[src/rtl/vga_fetch_pkg.sv]
// Shared types and helpers for the VGA pixel fetch block.
package vga_fetch_pkg;

    // Fetch sequencer states.
    typedef enum logic [1:0] {
        ST_IDLE  = 2'd0,
        ST_FETCH = 2'd1,
        ST_DRAIN = 2'd2
    } fetch_state_t;

    // Number of bits needed to represent 'value' (minimum 1).
    function automatic int clogb2(input int value);
        int r;
        r = 32'sd0;
        for (int i = 0; i < 31; i++) begin
            if ((value >> i) != 32'sd0) begin
                r = i + 32'sd1;
            end else begin
                r = r;
            end
        end
        if (r == 32'sd0) begin
            r = 32'sd1;
        end else begin
            r = r;
        end
        return r;
    endfunction

endpackage

[src/rtl/fwft_fifo.sv]
// First-word fall-through FIFO: the head entry is always visible on pop_data.
module fwft_fifo
    import vga_fetch_pkg::*;
#(
    parameter int  DATA_W     = 32,
    parameter int  FIFO_DEPTH = 4,
    localparam int PW         = clogb2(FIFO_DEPTH - 1),
    localparam int CW         = clogb2(FIFO_DEPTH)
) (
    input  logic              clk,
    input  logic              rst,
    input  logic              flush,
    input  logic              push,
    input  logic [DATA_W-1:0] push_data,
    input  logic              pop,
    output logic [DATA_W-1:0] pop_data,
    output logic [CW-1:0]     count,
    output logic              empty
);

    logic [DATA_W-1:0] r_mem [FIFO_DEPTH];
    logic [PW-1:0]     r_wr_ptr;
    logic [PW-1:0]     r_rd_ptr;
    logic [CW-1:0]     r_count;
    logic              w_full;
    logic              w_empty;
    logic              w_wr_en;
    logic              w_rd_en;

    assign w_full   = (r_count == CW'(FIFO_DEPTH));
    assign w_empty  = (r_count == {CW{1'b0}});
    // A write into a full FIFO is accepted only when the head leaves in the same cycle.
    assign w_wr_en  = push && (!w_full || pop);
    assign w_rd_en  = pop && !w_empty;

    assign pop_data = r_mem[r_rd_ptr];
    assign count    = r_count;
    assign empty    = w_empty;

    // Storage array; contents need no reset because validity is tracked by r_count.
    always_ff @(posedge clk) begin
        if (w_wr_en) begin
            r_mem[r_wr_ptr] <= push_data;
        end
    end

    // Pointer and occupancy bookkeeping; flush empties the FIFO in one cycle.
    always_ff @(posedge clk) begin
        if (rst || flush) begin
            r_wr_ptr <= {PW{1'b0}};
            r_rd_ptr <= {PW{1'b0}};
            r_count  <= {CW{1'b0}};
        end else begin
            if (w_wr_en) begin
                r_wr_ptr <= r_wr_ptr + PW'(1'b1);
            end
            if (w_rd_en) begin
                r_rd_ptr <= r_rd_ptr + PW'(1'b1);
            end
            case ({w_wr_en, w_rd_en})
                2'b10:   r_count <= r_count + CW'(1'b1);
                2'b01:   r_count <= r_count - CW'(1'b1);
                default: r_count <= r_count;
            endcase
        end
    end

    fwft_fifo_chk u_chk (
        .clk   (clk),
        .rst   (rst),
        .flush (flush),
        .push  (push),
        .pop   (pop),
        .full  (w_full),
        .empty (w_empty)
    );

endmodule

[src/rtl/fwft_fifo_chk.sv]
// Property checker for the first-word fall-through pixel FIFO.
module fwft_fifo_chk (
    input logic clk,
    input logic rst,
    input logic flush,
    input logic push,
    input logic pop,
    input logic full,
    input logic empty
);

    // A push into a full FIFO is only legal when a pop frees a slot in the same cycle.
    a_no_overflow: assert property (@(posedge clk) disable iff (rst)
        !(push && full && !pop && !flush));

    // The consumer side must never pop an empty FIFO.
    a_no_underflow: assert property (@(posedge clk) disable iff (rst)
        !(pop && empty && !flush));

endmodule

[src/rtl/vga_pix_fetch.sv]
// Streams one frame of words out of a read-latency BRAM into a small FWFT
// buffer feeding the VGA timing logic, using credit-based read issue.
module vga_pix_fetch
    import vga_fetch_pkg::*;
#(
    parameter int  DATA_W     = 32,
    parameter int  RAM_DEPTH  = 512,
    parameter int  RD_LAT     = 2,
    parameter int  FIFO_DEPTH = 4,
    localparam int AW         = clogb2(RAM_DEPTH - 1)
) (
    input  logic              clkb,
    input  logic              rstb,
    input  logic              frame_start,
    output logic [AW-1:0]     bram_addrb,
    output logic              bram_enb,
    output logic              bram_regceb,
    output logic              bram_rstb,
    input  logic [DATA_W-1:0] bram_doutb,
    output logic [DATA_W-1:0] pix_data,
    output logic              pix_valid,
    input  logic              pix_ready,
    output logic              busy,
    output logic              frame_done,
    output logic              underrun
);

    localparam int XW  = clogb2(RAM_DEPTH);
    localparam int CW  = clogb2(FIFO_DEPTH);
    localparam int IFW = clogb2(RD_LAT);

    fetch_state_t      r_state;
    fetch_state_t      w_state_nxt;
    logic [AW-1:0]     r_rd_addr;
    logic [RD_LAT-1:0] r_pipe;
    logic [XW-1:0]     r_xfer_cnt;
    logic              r_underrun;

    logic [IFW-1:0]    w_in_flight;
    logic [15:0]       w_outstanding;
    logic              w_credit_ok;
    logic              w_issue;
    logic              w_last_addr;
    logic              w_busy;
    logic              w_push;
    logic              w_pop;
    logic              w_pix_valid;
    logic              w_fifo_empty;
    logic [CW-1:0]     w_fifo_count;
    logic [DATA_W-1:0] w_fifo_head;
    logic              w_underrun_set;

    // Count reads still travelling through the BRAM pipeline.
    always_comb begin
        w_in_flight = {IFW{1'b0}};
        for (int i = 0; i < RD_LAT; i++) begin
            w_in_flight = w_in_flight + IFW'(r_pipe[i]);
        end
    end

    // Credit: every outstanding read already owns a FIFO slot, so the FIFO can
    // never overflow. Only registered state feeds this, never pix_ready.
    assign w_outstanding = 16'(w_in_flight) + 16'(w_fifo_count);
    assign w_credit_ok   = (w_outstanding < 16'(FIFO_DEPTH));
    assign w_issue       = (r_state == ST_FETCH) && w_credit_ok;
    assign w_last_addr   = (r_rd_addr == AW'(RAM_DEPTH - 1));
    assign w_busy        = (r_state != ST_IDLE);

    assign w_push        = r_pipe[RD_LAT-1];
    assign w_pix_valid   = !w_fifo_empty;
    assign w_pop         = w_pix_valid && pix_ready;

    // Starvation only counts between the first and the last word of a frame.
    assign w_underrun_set = pix_ready && !w_pix_valid && w_busy
                         && (r_xfer_cnt != {XW{1'b0}})
                         && (r_xfer_cnt != XW'(RAM_DEPTH));

    // Sequencer state register.
    always_ff @(posedge clkb) begin
        if (rstb) begin
            r_state <= ST_IDLE;
        end else begin
            r_state <= w_state_nxt;
        end
    end

    // Next-state logic; a new frame_start always restarts fetching.
    always_comb begin
        w_state_nxt = r_state;
        case (r_state)
            ST_IDLE: begin
                if (frame_start) begin
                    w_state_nxt = ST_FETCH;
                end else begin
                    w_state_nxt = ST_IDLE;
                end
            end
            ST_FETCH: begin
                if (frame_start) begin
                    w_state_nxt = ST_FETCH;
                end else if (w_issue && w_last_addr) begin
                    w_state_nxt = ST_DRAIN;
                end else begin
                    w_state_nxt = ST_FETCH;
                end
            end
            ST_DRAIN: begin
                if (frame_start) begin
                    w_state_nxt = ST_FETCH;
                end else if (w_fifo_empty && (r_pipe == {RD_LAT{1'b0}})) begin
                    w_state_nxt = ST_IDLE;
                end else begin
                    w_state_nxt = ST_DRAIN;
                end
            end
            default: begin
                w_state_nxt = ST_IDLE;
            end
        endcase
    end

    // Read address walks 0..RAM_DEPTH-1 and parks on the last address.
    always_ff @(posedge clkb) begin
        if (rstb || frame_start) begin
            r_rd_addr <= {AW{1'b0}};
        end else if (w_issue && !w_last_addr) begin
            r_rd_addr <= r_rd_addr + AW'(1'b1);
        end else begin
            r_rd_addr <= r_rd_addr;
        end
    end

    // Read-valid shift register; clearing it discards data still in the BRAM.
    always_ff @(posedge clkb) begin
        if (rstb || frame_start) begin
            r_pipe <= {RD_LAT{1'b0}};
        end else begin
            r_pipe[0] <= w_issue;
            for (int i = 1; i < RD_LAT; i++) begin
                r_pipe[i] <= r_pipe[i-1];
            end
        end
    end

    // Words handed to the consumer in the current frame.
    always_ff @(posedge clkb) begin
        if (rstb || frame_start) begin
            r_xfer_cnt <= {XW{1'b0}};
        end else if (w_pop) begin
            r_xfer_cnt <= r_xfer_cnt + XW'(1'b1);
        end else begin
            r_xfer_cnt <= r_xfer_cnt;
        end
    end

    // Sticky underrun flag, cleared only by a new frame or reset.
    always_ff @(posedge clkb) begin
        if (rstb || frame_start) begin
            r_underrun <= 1'b0;
        end else if (w_underrun_set) begin
            r_underrun <= 1'b1;
        end else begin
            r_underrun <= r_underrun;
        end
    end

    fwft_fifo #(
        .DATA_W     (DATA_W),
        .FIFO_DEPTH (FIFO_DEPTH)
    ) u_fifo (
        .clk       (clkb),
        .rst       (rstb),
        .flush     (frame_start),
        .push      (w_push),
        .push_data (bram_doutb),
        .pop       (w_pop),
        .pop_data  (w_fifo_head),
        .count     (w_fifo_count),
        .empty     (w_fifo_empty)
    );

    assign bram_addrb  = r_rd_addr;
    assign bram_enb    = w_issue && !rstb;
    assign bram_regceb = 1'b1;
    assign bram_rstb   = rstb;
    assign pix_data    = w_fifo_head;
    assign pix_valid   = w_pix_valid;
    assign busy        = w_busy;
    assign frame_done  = w_pop && !frame_start && !rstb
                      && (r_xfer_cnt == XW'(RAM_DEPTH - 1));
    assign underrun    = r_underrun;

endmodule

[config.mk]
export PLATFORM = sky130hd
export DESIGN_NAME = vga_pix_fetch
export DESIGN_NICKNAME = d
export VERILOG_FILES = /design/src/rtl/vga_fetch_pkg.sv /design/src/rtl/fwft_fifo.sv /design/src/rtl/fwft_fifo_chk.sv /design/src/rtl/vga_pix_fetch.sv
export SDC_FILE = /design/constraint.sdc
export NUM_CORES = 1
export LEC_CHECK = 0
export ABC_AREA = 1
export CAP_MARGIN = 30
export CORE_MARGIN = 10
export CORE_UTILIZATION = 55
export DETAILED_ROUTE_END_ITERATION = 12
export GPL_ROUTABILITY_DRIVEN = 0
export PLACE_DENSITY = 0.85
export SLEW_MARGIN = 10
export SYNTH_ARGS = -nofsm -noshare
export SYNTH_HDL_FRONTEND = slang
export SYNTH_HIERARCHICAL = 1
export SYNTH_SLANG_ARGS = --single-unit
[constraint.sdc]
create_clock -name clkb -period 5.3 [get_ports clkb]
set_clock_uncertainty 0.1 [all_clocks]
set_input_delay 1.59 -clock clkb [delete_from_list [all_inputs] [get_ports clkb]]
set_output_delay 1.59 -clock clkb [all_outputs]
set_load 0.05 [all_outputs]
==> results of run 1 <==
critical path, delay by kind of cell:
kind,cells,cell delay (ns)
simple gates,4,0.77
buf+inv,2,0.72
layout make-up:
type                            instances  share of cell area
Timing Repair Buffer                   90               0.112
Clock inverter                         15              0.0169
Multi-Input combinational cell        334               0.213
Tap cell                              143              0.0222
Inverter                               49              0.0244
Sequential cell                       161               0.559
Clock buffer                           17              0.0527
power by group:
part	switching, mW	internal [mW]
Clock	0.539	0.623
Sequential	0.00237	1.36
Combinational	0.0487	0.0360
cell usage after synthesis (2+ instances only):
cell type	instances	area share
a21oi_1	22	0.017
buf_2	7	0.0053
buf_4	5	0.0057
buf_6	9	0.015
dfxtp_1	33	0.10
edfxtp_1	128	0.59
ha_1	10	0.019
inv_1	43	0.025
inv_2	4	0.0023
nand2_1	59	0.034
nand2_2	2	0.0019
nand3_1	13	0.0099
nand4_1	4	0.0038
nor2_1	99	0.057
nor2_4	3	0.0051
nor3_1	3	0.0023
o21ai_0	43	0.033
o21ai_1	28	0.021
o22ai_1	32	0.030
xor2_1	2	0.0027
path summary, 6_finish.rpt:
kind | startpoint | endpoint | slack (ns) | depth (start not counted)
hold / removal | underrun | underrun | 0.36 | 2
setup / recovery | pix_ready | frame_done | 0.53 | 6
setup reg to reg | u_fifo/count[1] | u_fifo/count[2] | 2.37 | 18
hold reg to reg | underrun | underrun | 0.36 | 2
registers in the layout (all words and copies together), names as in the netlist, named ones only:
register         count
u_fifo/count         3
r_xfer_cnt          10
u_fifo/r_wr_ptr      2
bram_addrb           9
u_fifo/r_rd_ptr      2
r_state              2
r_pipe               2
u_fifo/r_mem       128
underrun             1
layer usage:
metal | vias to the layer above | global-route usage | wire (µm)
li1 | 2168 | - | -
met1 | 2219 | 0.202 | 5860
met2 | 164 | 0.296 | 7320
met3 | 13 | 0.0661 | 977
met4 | 0 | 0.0408 | 132
met5 | - | 0 | 0
per-stage QoR:
| stage | area (µm²) | utilization | instances |
|---|---|---|---|
| detailed placement | 7480 | 0.647 | 776 |
| global route | 8070 | 0.697 | 809 |
| CTS | 8050 | 0.696 | 808 |
| finish | 8070 | 0.697 | 809 |
| floorplan | 6570 | - | 566 |
| global placement | 7480 | 0.647 | 776 |
cells by family (layout without fill, tap and decap cells):
family / Yosys count / count (layout) / share of synthesized area
simple gates: 190 / 190 / 0.125
flops: 161 / 161 / 0.686
compound gates: 129 / 129 / 0.106
buf+inv: 71 / 171 / 0.0570
fa+ha+maj: 11 / 11 / 0.0221
xor+xnor: 3 / 3 / 0.00400
other cells: 1 / 1 / 0.000571
==> flow_metrics.py, run 1 <==
metrics = {
    "floorplanning": {
        "rows": 39,
        "ios": 84,
        "initial_utilization": 0.568,
        "dieArea_mm2": 0.0167,
        "die_h_um": 129,
        "core_area_mm2": 0.0116,
        "fp.dieW_um": 129,
    },
    "flow_run": {
        "maxCapViolCount": 0,
    },
    "sta": {
        "rsz0062_at_grt": "no",
        "holdWs_ns": 0.363,
        "setup_tns_ns": 0,
        "setup_viol": 0,
        "worst_pin_slew_ns": 0.582,
        "hold_violations": 0,
        "period_share": 0.901,
        "max-slew-margin-rel": 0.612,
        "min_period_ns": 4.77,
        "fin_ws_ns": 0.525,
        "drv_slew": 0,
        "max_freq_ghz": 0.209,
    },
    "layout": {
        "final_cell_mix": "edfxtp_1, nor2_1, clkdlybuf4s50_1, nand2_1",
        "mostFrequentLayoutCell": "edfxtp_1",
        "drive_above_1_share": 0.0931,
        "fillers": 775,
        "antenna_cells": 0,
        "multiInputGateArea_mm2": 0.00172,
        "fin_nets": 700,
        "synthToLayoutAreaGrowth_pct": 22.8,
        "seq_area_mm2": 0.00451,
    },
    "yosys": {
        "synth_edf_count": 128,
        "synth_seq_cells": 161,
        "yosysSeqAreaShare": 0.686,
        "netlist_area_mm2": 0.00657,
        "ys_warn_count": 6,
        "synth_area_per_cell_um2": 11.6,
        "ys.flop_type": "edfxtp_1",
        "synth_fp_nets": 613,
        "synth.distinct_cells": 37,
        "async_flop_share": 0,
        "syn_inst": 566,
    },
    "grt": {
        "antenna_found_initial": 0,
        "grt_pass1_wl_um": 22500,
        "grt_pass1_vias": 4466,
        "grtUsageTotal": 0.173,
        "grt_max_degree": 65,
        "grt-ovfl-total": 0,
    },
    "power": {
        "design_power_total_mw": 2.61,
        "p_leak_nw": 2.84,
        "pwr_density_cell_mw_per_mm2": 324,
        "ir_drop_mv": 0.165,
    },
    "cts": {
        "postCtsHoldBufs": 0,
        "cts-root-buf": "clkbuf_16",
        "clk_latency_ns": 0.43,
        "cts_tree": "yes",
        "cts_setup_buffers": 0,
        "htreeDepth": 4,
        "clockBufferDepth": 2,
        "numCtsBuffers": 17,
        "cts.sinks": 161,
        "path_clk_slew_ns": 0.06,
        "postCtsResizedCells": 0,
    },
    "detailed_routing": {
        "first_pass_iters": 6,
        "drt-initial-drc-count": 463,
        "ant_nets": 0,
        "routedWlPerCell_um": 17.7,
        "drt_wl_total_um": 14300,
        "num_vias": 4564,
        "vias_per_cell": 5.64,
        "post-route-drc-count": 0,
    },
    "setup_path": {
        "path_cells": "clkdlybuf4s50_1, nand2_2, nor2_2, nand4_1, nor3_1, buf_12",
        "required_ns": 3.61,
        "path_max_fanout": 8,
        "critPathMaxStageDelay_ns": 0.53,
        "arrival_ns": 3.08,
        "start_kind": "input pin",
        "cp-end-kind": "output port",
        "worst-setup-path-type": "in -> out",
        "cp_slowest_cell": "clkdlybuf4s50_1",
    },
    "placement": {
        "pre_cts_ws_ns": 0.544,
        "hpwl_um": 9010,
        "io_buffers": 82,
    },
    "status": {
        "outcome": "complete, no violations",
    },
    "min_path": {
        "worstHoldPathType": "reg -> reg",
    },
}
No activity file was read; power rests on OpenSTA's default activity.
==> run 2, diff against run 1 <==
--- a/config.mk
+++ b/config.mk
@@ -12,6 +12,7 @@
 export DETAILED_ROUTE_END_ITERATION = 12
 export GPL_ROUTABILITY_DRIVEN = 0
 export PLACE_DENSITY = 0.85
+export SKIP_LAST_GASP = 1
 export SLEW_MARGIN = 10
 export SYNTH_ARGS = -nofsm -noshare
 export SYNTH_HDL_FRONTEND = slang
==> results of run 2 <==
Final layout, timing and power as in run 1 (identical DEF).
==> run 3, diff against run 2 <==
--- a/config.mk
+++ b/config.mk
@@ -13,7 +13,7 @@
 export GPL_ROUTABILITY_DRIVEN = 0
 export PLACE_DENSITY = 0.85
 export SKIP_LAST_GASP = 1
-export SLEW_MARGIN = 10
+export SLEW_MARGIN = 20
 export SYNTH_ARGS = -nofsm -noshare
 export SYNTH_HDL_FRONTEND = slang
 export SYNTH_HIERARCHICAL = 1
==> results of run 3 <==
Final layout, timing and power as in run 1 (identical DEF).
==> patch 1: new RTL, flow settings as in run 1 <==
Set the parameter `RD_LAT` to 1 (it was 2).
--- a/src/rtl/vga_pix_fetch.sv
+++ b/src/rtl/vga_pix_fetch.sv
@@ -6,5 +6,5 @@
     parameter int  DATA_W     = 32,
     parameter int  RAM_DEPTH  = 512,
-    parameter int  RD_LAT     = 2,
+    parameter int  RD_LAT     = 1,
     parameter int  FIFO_DEPTH = 4,
     localparam int AW         = clogb2(RAM_DEPTH - 1)
Behaviour: not the same (a bounded check fails within 4 cycles, from zero or initial values and one cycle with rstb high).
==> patch 1 against run 1 <==
- setup slack better by 0.060 ns
- design area down 0.47%
- sequential cell count down 1
- synthesized area down 1.2%
- register-to-register slack better by 0.06 ns
- wire length down 0.96%
- power up 4.2%
- final cell count down 0.49%
- critical path type unchanged
- largest cell class unchanged
- largest power group unchanged
- highest routed layer unchanged
==> patch 1: results <==
metrics = {
    "route": {
        "vias_per_cell": 5.55,
        "drtIter0Drc": 447,
        "wl_per_cell_um": 17.6,
        "wl_mm": 14.2,
        "dr.pass1.iters": 5,
    },
    "power": {
        "p_int_mw": 2.16,
        "power.switching_mw": 0.569,
        "leakagePower_nw": 2.79,
        "vdd_drop_max_mv": 0.259,
        "top_power_group": "sequential cells",
        "pg_comb_mw": 0.117,
        "p_seq_share_pct": 50.2,
    },
    "synth": {
        "netlist_instances": 561,
        "synth-edff-count": 128,
        "seq_area_frac_synth_pct": 69.1,
        "synth_xor_area_share_pct": 0.405,
        "post_synth_fa_ha_maj_area_fraction_pct": 2.04,
        "synth_cell_type_count": 31,
        "synth_compound_area_share_pct": 10.7,
        "yosys-top-cells-count": "128 x edfxtp_1, 100 x nor2_1, 59 x nand2_1",
        "syn_nets": 607,
        "synth.area.top_cells": "edfxtp_1 59%, dfxtp_1 9.9%, nor2_1 5.8%, nand2_1 3.4%, o22ai_1 3.1%",
    },
    "critical_path": {
        "slowest_delay_ns": 0.81,
        "startpoint": "rstb",
        "path_max_fanout": 6,
        "regToRegSetupSlack_ns": 2.43,
        "cp-endpoint": "bram_enb",
        "r2r-start": "u_fifo/count[1]$_SDFFE_PP0P_",
        "arrival_ns": 3.02,
        "cp_slowest_cell": "clkdlybuf4s50_1",
    },
    "placement": {
        "hpwl_mm": 8.90,
        "post-place-ws_ns": 0.598,
        "placed_cell_area_sq_um": 7420,
        "dp.cells": 773,
        "io_buffers": 82,
    },
    "status": {
        "run_status": "finished clean",
    },
    "sta": {
        "worst_pin_slew_ns": 0.929,
        "fmax_mhz": 212,
        "hold_ws_ns": 0.363,
    },
    "finish": {
        "largest-register": "u_fifo/r_mem",
        "drive_gt1_share_pct": 9.21,
        "nets": 695,
        "n_antenna_cell": 0,
    },
    "global_routing": {
        "grt_usage_pct": 17.4,
        "antenna_found_initial": 0,
        "grt_pass1_wl_mm": 22.6,
        "grt_pass1_vias": 4580,
    },
    "clock_network": {
        "cts_setup_buffers": 0,
        "clk_latency_ns": 0.43,
    },
    "hold_path": {
        "holdPathStages": 2,
    },
}
[patch 1: final cells by class]
class                           instances  area (sq um)
Timing Repair Buffer                   92           906
Sequential cell                       160          4490
Tap cell                              143           179
Clock buffer                           17           425
Multi-Input combinational cell        332          1670
Fill cell                             777          3440
Clock inverter                         15           184
Inverter                               46           180
[patch 1: cell families (layout without fill, tap and decap cells)]
| kind of cell | after synthesis | in the layout |
|---|---|---|
| xor+xnor | 3 | 3 |
| other cells | 1 | 1 |
| flops | 160 | 160 |
| simple gates | 189 | 189 |
| fa+ha+maj | 10 | 10 |
| compound gates | 129 | 129 |
| buf+inv | 69 | 170 |
[patch 1: metal layers]
metal	global-route usage, %	routed length [um]	vias to the layer above
met5	0	0	-
met4	6.94	196	0
met3	6.12	1090	20
met2	30.1	7060	132
met1	19.2	5800	2164
li1	-	-	2151
[patch 1: worst max-delay path, delay by kind of cell]
kind,cells,cell delay [ns]
buffers and inverters,2,1.30
and+or+nand+nor,1,0.13
==> patch 2: new RTL, flow settings as in run 1 <==
Made on the original files. Register the output `underrun` once more, without a reset; this adds one clock of latency there. The other outputs are not delayed to match.
--- a/src/rtl/vga_pix_fetch.sv
+++ b/src/rtl/vga_pix_fetch.sv
@@ -189,5 +189,7 @@
     assign frame_done  = w_pop && !frame_start && !rstb
                       && (r_xfer_cnt == XW'(RAM_DEPTH - 1));
-    assign underrun    = r_underrun;
+    always_ff @(posedge clkb) begin
+        underrun <= r_underrun;
+    end
 
 endmodule
Formal check against the unedited RTL: no difference found for any inputs over 10 cycles, from zero or initial values and one cycle with rstb high; that may be too few to reach the edited logic, so the function may still have changed.
==> patch 2 against run 1 <==
- synthesized area rose by 0.30%
- wire length rose by 1.2%
- count of clock-buffer cells in the layout rose by 2
- highest routed layer unchanged
- first-iteration DRC count fell by 27%
- design area barely moved
- sequential cell count rose by 1
- setup slack got worse by 0.030 ns
- core utilization barely moved
- largest cell class unchanged
- power fell by 0.38%
==> patch 2: results <==
metrics = {
    "power": {
        "leakagePower_nw": 2.85,
    },
    "synth": {
        "synth_xor_area_share_pct": 0.399,
        "synth.area.top_cells": "edfxtp_1 58%, dfxtp_1 10%, nor2_1 5.6%, nand2_1 3.4%, o21ai_0 3.3%",
        "post_synth_fa_ha_maj_area_fraction_pct": 2.20,
        "seq_area_frac_synth_pct": 68.7,
    },
    "status": {
        "run_status": "finished clean",
    },
    "finish": {
        "nets": 701,
        "drive_gt1_share_pct": 8.10,
        "n_fill_cell": 817,
        "finalNonFillerCells": 810,
    },
    "hold_path": {
        "min_from": "r_underrun$_SDFFE_PP0P_",
        "holdPathStages": 0,
    },
    "route": {
        "drtIter0Drc": 339,
        "wl_mm": 14.5,
        "vias_per_cell": 5.60,
        "dr.pass1.iters": 5,
    },
    "critical_path": {
        "r2r-start": "u_fifo/count[0]$_SDFFE_PP0P_",
        "arrival_ns": 3.12,
    },
    "sta": {
        "worst_pin_slew_ns": 0.614,
        "post-route-period-util_pct": 90.7,
    },
    "global_routing": {
        "grt_usage_pct": 17.8,
        "grt_pass1_vias": 4684,
        "grt_pass1_wl_mm": 23.3,
    },
    "placement": {
        "dp.cells": 778,
        "hpwl_mm": 9.01,
    },
}
## patch 2: cell types whose count changed after synthesis, sizes merged
cell,run 1,this run
dfxtp,33,34
## patch 2: metal layers
metal | vias to the layer above | part of all wire, % | GRT usage [%]
li1 | 2163 | - | -
met1 | 2207 | 42 | 20.7
met2 | 144 | 50 | 30.2
met3 | 23 | 5.9 | 5.10
met4 | 0 | 2.0 | 7.67
met5 | - | 0 | 0
## patch 2: area by class of cell
class / instances / share of cell area [%]
clock inverter: 13 / 1.47
clock buffer: 19 / 5.37
multi-input combinational: 334 / 21.3
inverter: 49 / 2.44
tap: 143 / 2.22
sequential: 162 / 56.1
timing repair buffer: 90 / 11.0
## patch 2: logic make-up after synthesis
family,Yosys count
xor+xnor,3
buf+inv,71
compound gates,129
other cells,1
simple gates,190
fa+ha+maj,11
flops,162
## patch 2: through the flow
| step | power (mW) | hold WS [ns] | setup WS [ns] | instance area, sq um | util [%] |
|---|---|---|---|---|---|
| after floorplan | 1.44 | 0.231 | 0.599 | 6590 | - |
| after global placement | 1.48 | 0.244 | 0.533 | 7510 | 64.9 |
| after detailed placement | 1.49 | 0.253 | 0.516 | 7510 | 64.9 |
| after CTS | 2.62 | 0.262 | 0.494 | 8060 | 69.7 |
| after global routing | 2.68 | 0.269 | 0.385 | 8060 | 69.7 |
| final | 2.60 | 0.263 | 0.495 | 8060 | 69.7 |
## patch 2: worst max path at each step
stage                     startpoint         end  slack (ns)  cells after the start
after floorplan            pix_ready  frame_done        0.60                      4
after global placement          rstb    bram_enb        0.53                      3
after detailed placement        rstb    bram_enb        0.52                      3
after CTS                  pix_ready  frame_done        0.49                      6
after global routing       pix_ready  frame_done        0.39                      6
final                      pix_ready  frame_done        0.49                      6
## patch 2: power breakdown
group          internal (mW)  switching, mW  leakage (nW)
clock network          0.683          0.462         0.270
registers               1.37        0.00241          1.43
logic                 0.0360         0.0480          1.15
